## config.mk

```make
export PLATFORM = sky130hd
export DESIGN_NAME = ascon_permutation_core
export DESIGN_NICKNAME = d
export VERILOG_FILES = /design/src/rtl/ascon_permutation_core.sv
export SDC_FILE = /design/constraint.sdc
export NUM_CORES = 2
export LEC_CHECK = 0
export ABC_AREA = 1
export CELL_PAD_IN_SITES_DETAIL_PLACEMENT = 1
export CELL_PAD_IN_SITES_GLOBAL_PLACEMENT = 1
export CORE_ASPECT_RATIO = 0.6
export CORE_MARGIN = 2
export CORE_UTILIZATION = 33
export CTS_CLUSTER_DIAMETER = 150
export DETAILED_ROUTE_END_ITERATION = 16
export PLACE_DENSITY_LB_ADDON = 0.3
export SYNTH_ARGS = -nofsm -noshare
export SYNTH_HDL_FRONTEND = slang
export SYNTH_SLANG_ARGS = --single-unit
```

## constraint.sdc

```tcl
create_clock -name clock_i -period 13.3 [get_ports clock_i]
set_input_delay 3.99 -clock clock_i [delete_from_list [all_inputs] [get_ports clock_i]]
set_output_delay 3.99 -clock clock_i [all_outputs]
set_load 0.03 [all_outputs]
```

## src/rtl/ascon_permutation_core.sv

```systemverilog
// Iterative Ascon-p permutation engine. A run of 1..12 rounds is loaded,
// sequenced UNROLL rounds per clock, and returned in the state register.
// Surplus stages of the last pass are bypassed so any UNROLL fits any N.
module ascon_permutation_core #(
    parameter int unsigned UNROLL     = 1,
    parameter int unsigned MAX_ROUNDS = 12
) (
    input  logic             clock_i,
    input  logic             reset_i,
    input  logic             start_i,
    input  logic             abort_i,
    input  logic [3:0]       rounds_i,
    input  logic [4:0][63:0] state_i,
    output logic             ready_o,
    output logic             busy_o,
    output logic             done_o,
    output logic [3:0]       rounds_done_o,
    output logic [4:0][63:0] state_o
);

    typedef logic [4:0][63:0] type_state;
    typedef enum logic {StIdle, StRun} fsm_e;

    localparam logic [3:0] MaxRounds = 4'(MAX_ROUNDS);
    localparam logic [3:0] UnrollW   = 4'(UNROLL);

    fsm_e       fsm_q, fsm_d;
    type_state  state_q, state_d;
    logic [3:0] remaining_q, remaining_d;
    logic [3:0] idx_q, idx_d;
    logic [3:0] rounds_done_q, rounds_done_d;
    logic       done_q, done_d;
    logic [3:0] n_eff;
    logic [3:0] step;
    type_state  chain [0:UNROLL];

    function automatic logic [63:0] ror64(input logic [63:0] x, input int unsigned n);
        return (x >> n) | (x << (64 - n));
    endfunction

    // One Ascon round: constant add, bit-sliced S-box, linear diffusion.
    function automatic type_state round_fn(input type_state s, input logic [3:0] idx);
        logic [63:0] x0, x1, x2, x3, x4;
        logic [63:0] t0, t1, t2, t3, t4;
        type_state   r;
        x0 = s[0];
        x1 = s[1];
        x2 = s[2] ^ {56'd0, 4'd15 - idx, idx};
        x3 = s[3];
        x4 = s[4];
        x0 = x0 ^ x4;
        x4 = x4 ^ x3;
        x2 = x2 ^ x1;
        t0 = ~x0 & x1;
        t1 = ~x1 & x2;
        t2 = ~x2 & x3;
        t3 = ~x3 & x4;
        t4 = ~x4 & x0;
        x0 = x0 ^ t1;
        x1 = x1 ^ t2;
        x2 = x2 ^ t3;
        x3 = x3 ^ t4;
        x4 = x4 ^ t0;
        x1 = x1 ^ x0;
        x0 = x0 ^ x4;
        x3 = x3 ^ x2;
        x2 = ~x2;
        r[0] = x0 ^ ror64(x0, 19) ^ ror64(x0, 28);
        r[1] = x1 ^ ror64(x1, 61) ^ ror64(x1, 39);
        r[2] = x2 ^ ror64(x2, 1) ^ ror64(x2, 6);
        r[3] = x3 ^ ror64(x3, 10) ^ ror64(x3, 17);
        r[4] = x4 ^ ror64(x4, 7) ^ ror64(x4, 41);
        return r;
    endfunction

    // Unrolled round chain; stages beyond the rounds still owed pass through.
    always_comb begin
        step     = (remaining_q < UnrollW) ? remaining_q : UnrollW;
        chain[0] = state_q;
        for (int j = 0; j < int'(UNROLL); j++) begin
            if (4'(j) < step) begin
                chain[j+1] = round_fn(chain[j], idx_q + 4'(j));
            end else begin
                chain[j+1] = chain[j];
            end
        end
    end

    // Next-state logic: accept in idle, advance or abort in run.
    always_comb begin
        fsm_d         = fsm_q;
        state_d       = state_q;
        remaining_d   = remaining_q;
        idx_d         = idx_q;
        rounds_done_d = rounds_done_q;
        done_d        = 1'b0;
        n_eff         = (rounds_i == 4'd0 || rounds_i > MaxRounds) ? MaxRounds : rounds_i;
        case (fsm_q)
            StIdle: begin
                // Abort wins over a same-cycle start.
                if (start_i && !abort_i) begin
                    state_d       = state_i;
                    remaining_d   = n_eff;
                    idx_d         = MaxRounds - n_eff;
                    rounds_done_d = 4'd0;
                    fsm_d         = StRun;
                end
            end
            StRun: begin
                if (abort_i) begin
                    fsm_d = StIdle;
                end else begin
                    state_d       = chain[UNROLL];
                    remaining_d   = remaining_q - step;
                    idx_d         = idx_q + step;
                    rounds_done_d = rounds_done_q + step;
                    if (remaining_q == step) begin
                        fsm_d  = StIdle;
                        done_d = 1'b1;
                    end
                end
            end
            default: fsm_d = StIdle;
        endcase
    end

    // State and sequencing registers.
    always_ff @(posedge clock_i or posedge reset_i) begin
        if (reset_i) begin
            fsm_q         <= StIdle;
            state_q       <= '0;
            remaining_q   <= 4'd0;
            idx_q         <= 4'd0;
            rounds_done_q <= 4'd0;
            done_q        <= 1'b0;
        end else begin
            fsm_q         <= fsm_d;
            state_q       <= state_d;
            remaining_q   <= remaining_d;
            idx_q         <= idx_d;
            rounds_done_q <= rounds_done_d;
            done_q        <= done_d;
        end
    end

    assign ready_o       = (fsm_q == StIdle);
    assign busy_o        = (fsm_q == StRun);
    assign done_o        = done_q;
    assign rounds_done_o = rounds_done_q;
    assign state_o       = state_q;

endmodule

```

# Word-level counts from Yosys, hierarchy flattened

Cells that the tools add are included.

$add $sub $neg: 5
Equality and inequality tests: 4
Reductions and logical operators: 6
Multiplexer cells: 22
Bitwise logic cells: 44
$lt $le $gt $ge: 3

Operators with widths:

| kind                                                  | count |
|---|---|
| XOR 64 bit                                            | 21 |
| 2-to-1 mux 320 bit                                    | 3 |
| one-hot mux 320 bit (2 select lines)                  | 1 |
| NOT 64 bit                                            | 6 |
| bitwise AND 64 bit                                    | 5 |
| bitwise OR 23 x 64 -> 64 bit                          | 1 |
| bitwise OR 25 x 64 -> 64 bit                          | 1 |
| bitwise OR 3 x 64 -> 64 bit                           | 1 |
| bitwise OR 36 x 64 -> 64 bit                          | 1 |
| bitwise OR 45 x 64 -> 64 bit                          | 1 |
| bitwise OR 47 x 64 -> 64 bit                          | 1 |
| bitwise OR 54 x 64 -> 64 bit                          | 1 |
| bitwise OR 57 x 64 -> 64 bit                          | 1 |
| bitwise OR 58 x 64 -> 64 bit                          | 1 |
| bitwise OR 63 x 64 -> 64 bit                          | 1 |
| XOR 64 x 8 -> 64 bit                                  | 1 |
| 2-to-1 mux 4 bit                                      | 8 |
| one-hot mux 4 bit (2 select lines)                    | 3 |
| adder 4 bit                                           | 2 |
| subtractor 4 bit (first input constant)               | 2 |
| 2-to-1 mux 1 bit                                      | 6 |
| == test 4 bit                                         | 1 |
| greater-than comparator 4 bit (second input constant) | 1 |
| zero test 4 bit                                       | 1 |
| other kinds (12)                                      | 13 |

Register bits after elaboration: 334
Input bits: 328
Logic and storage cells: 94
Output and inout port bits: 327

# Longest topological paths before layout

Word-level depth: 13
Depth in mapped cells: 17
Depth with buffers taken out: 17

# Least setup slack after synthesis

No wires, ideal clock.

Kind: reg2out
Start point: register fsm_q (netlist: busy_o)
End point: output port ready_o
Required time: 9310 ps
Data arrival time: 1496 ps
Stages on the path, launching flop included: 5
Path buffers: 3
Path slack: 7814 ps
Cells stage by stage: dfrtp_1 -> buf_6 -> inv_1 -> clkbuf_1 -> clkbuf_1

Longest elaborated chain between the ends: 1

RTL lines:

| element                | RTL line | source |
|---|---|---|
| from (decl)            | 27       | `fsm_e fsm_q, fsm_d;` |
| from (signal assigned) | 130      | `fsm_q <= StIdle;` |
| from (signal assigned) | 137      | `fsm_q <= fsm_d;` |
| NOT 1 bit              | 146      | `assign ready_o = (fsm_q == StIdle);` |
| to (decl)              | 14       | `output logic ready_o,` |

No other way between the ends.

# Worst setup path in the final report

Start point: input port abort_i
End point: register state_q (netlist bit state_o[27])

Longest elaborated chain between the ends: 4
Elaborated cells between the ends (all ways): 5
Classes of those cells: 2 x eq/ne; 3 x reduce/logical

RTL lines:

| element                          | RTL line | source |
|---|---|---|
| from (decl)                      | 11       | `input logic abort_i,` |
| zero test 1 bit                  | 101      | `if (start_i && !abort_i) begin` |
| logical AND 1 bit                | 101      |  |
| != test 2 x 1 -> 1 bit (no line) | n/a      |  |
| AND reduction 3 bit (no line) *  | n/a      |  |
| to (signal assigned)             | 138      | `state_q <= state_d;` |
| to (decl)                        | 28       | `type_state state_q, state_d;` |

Every way passes the cells marked *; elsewhere a longest branch is shown, timed or not.
A chain may end at the register's enable or synchronous reset.

==> summary.txt <==
Crit end category: register
Area of the multi-input gates: 25,100 µm²
Synth Flop Type: dfrtp_1
Worst-path clk slew: 0.06 ns
Syn avg cell area: 5.78 µm²
Max-cap violations: 7
Syn Inst Count: 6,302
# rows: 94
Syn Std Cell Area: 36,400 µm²
Vias in the first global route: 45.5k
DRT Pass-1 Iters: 6
Synth warn: 0
Fmax achieved: 138 MHz
GRT Overall Usage: 45.9%
Gr ovfl total: 0
Yosys reg bits: 334
Number of flops mapped to enable cells by yosys: 0
Worst slew pin tran: 1.60 ns
DRC violations left: 0
Most frequent CP cell: nand2_1
Yosys top cell area share: 28.9%
Crit-path cells: clkdlybuf4s50_1 -> inv_1 -> nand2_1 -> nand2_2 -> o21ai_4 -> buf_12 -> buf_4 -> buf_4 -> nor2_1 -> nand2_1 -> nand2_1
Vias per cell: 5.70
Worst Setup Start Kind: input port
IO buf count: 654
Total number of H-tree levels: 2
Largest net degree at the start of global routing: 191
Status: finished, violations left
Clock Latency Late Sink: 0.62 ns
Syn-to-layout area delta: 26.0%
Final HPWL DP: 229,000 µm
CTS tree: built
Crit path required time: 13.79 ns
Setup bufs post-CTS: 0
Routed Antenna Nets: 0
Die Y: 261 µm
Distinct cells, synth: 33
Final Hold Violating Endpoints: 0
Fillers: 14.6k
CP max stage cell: buf_4
Final min period: 7.26 ns
Ys async rst share: 100%
Routability cong.: 1.11
Initial antenna violation count: 54
Ports: 655
PostCTS Resize Cnt: 0
Tcrit/Tclk final: 54.6%
Nets: 7,385
Rel. slew slack: -7.13%
Final max-slew violation count: 18
Crit-path max FO: 180
Clock skew: 0.0259 ns
Initial core utilization: 33.3%
Synth area leaders: nand2_1, dfrtp_1, nand3_1
Setup CP Type: input port to register
Bufs and invs on worst path: 5
Die extent in x: 433 µm
Clock buffer count from CTS: 39
Final setup TNS: 0 ns
Core area: 109,000 µm²
Max incr delay on CP: 0.77 ns
Most frequent cells in the layout: nand2_1, nand3_1, clkdlybuf4s50_1
Hold Path Class: register to register
TritonCTS Sinks: 334
Longest Clk Path Bufs: 3
Routed wire length: 268,000 µm
Sequential share of the synthesized area: 22.9%
Reg area: 8360 µm²
Commonest non-fill, non-tap cell in the layout: nand2_1
WP data arrival: 7.75 ns
First-pass GRT wire length: 359,000 µm
Unrepaired setup endpoints after global routing: no
Share of cells above drive strength 1: 2.56%
Wire per inst: 31.7 µm
Delay-heaviest family, CP: buffers and inverters
Failing checks: max-capacitance violations, max-slew violations
Die area: 113,000 µm²
Final setup fails: 0
Iteration-0 DRC count of the detailed router: 6,514
CTS root buffer: clkbuf_16
Vias post-DR: 48.1k
Dominant cell type by area after synthesis: nand2_1
# hold bufs at CTS: 0
==> synth_stat cells (6+ instances only) <==
cell	n
clkbuf_1	65
buf_2	52
dfrtp_1	334
o21ai_1	92
ha_1	136
nand2_1	2801
xor2_1	226
buf_6	24
a21oi_1	97
a21boi_1	15
o22ai_1	13
nor2_1	634
inv_1	580
xor2_2	39
o211ai_1	6
nand3_1	774
o21ai_0	210
xnor2_1	179
==> flip-flops by register name, summed over array words and instances (netlist names) <==
name,count
state_o,320
idx_q,4
remaining_q,4
rounds_done_o,4
busy_o,1
done_o,1
==> worst min-delay path, stage by stage, from the launching register on <==
cell and delay (ns):
dfrtp_1 0.37, nand2_1 0.06, nand2_1 0.05
==> layout make-up <==
class                      count  share of cell area, %
antenna                       10                 0.0545
clock buffer                  56                   2.53
clock inverter                14                  0.248
inverter                     583                   4.80
multi-input combinational   5245                   54.7
sequential                   334                   18.2
tap                         1488                   4.06
timing repair buffer         716                   15.4
==> worst paths after layout <==
path,start,endpoint,slack (ns),cells after the start
max in group asynchronous,reset_i,state_o[183]$_DFFE_PP0P_,7.86,3
min in group asynchronous,reset_i,state_o[147]$_DFFE_PP0P_,3.88,2
worst min-delay path,state_o[233]$_DFFE_PP0P_,state_o[233]$_DFFE_PP0P_,0.51,2
worst min register to register,state_o[233]$_DFFE_PP0P_,state_o[233]$_DFFE_PP0P_,0.51,2
worst max register to register,busy_o$_DFF_PP0_,state_o[27]$_DFFE_PP0P_,8.48,11
worst max-delay path,abort_i,state_o[27]$_DFFE_PP0P_,6.04,11
==> layer usage <==
metal  global-route usage, %  up-vias  wire (µm)
met3                    19.1      429      38300
met2                    61.6     2801     102000
li1                        -    20900          -
met5                       0        -        294
met4                    16.5       48      11100
met1                    64.6    23900     117000
==> logic make-up (layout without fill, tap and decap cells) <==
kind of cell               Yosys count  count (layout)  share of synthesized area [%]
AOI/OAI and AO/OA                  439             439                           6.26
xor gates and xnor gates           448             448                           11.7
adders and majority gates          138             138                           4.78
buffers and inverters              727            1369                           8.18
DFF                                334             334                           22.9
other                                2              16                         0.0206
and+or+nand+nor                   4214            4214                           46.2
==> through the flow <==
step / area (µm²) / hold slack, ns / utilization, % / setup WS, ns / std cells
5_1_grt: 45900 / 0.553 / 41.9 / 5.85 / 8436
6_report: 45900 / 0.513 / 41.9 / 6.04 / 8446
3_5_place_dp: 44600 / 0.501 / 40.7 / 5.53 / 8366
3_3_place_gp: 44600 / 0.493 / 40.7 / 5.63 / 8366
2_1_floorplan: 36400 / 0.474 / - / 0.0568 / 6306
4_1_cts: 45900 / 0.515 / 41.9 / 6.15 / 8436
Power is left out: the tool's default activity adds up to more than one toggle a clock period on the data nets, which glitch-free logic cannot reach.
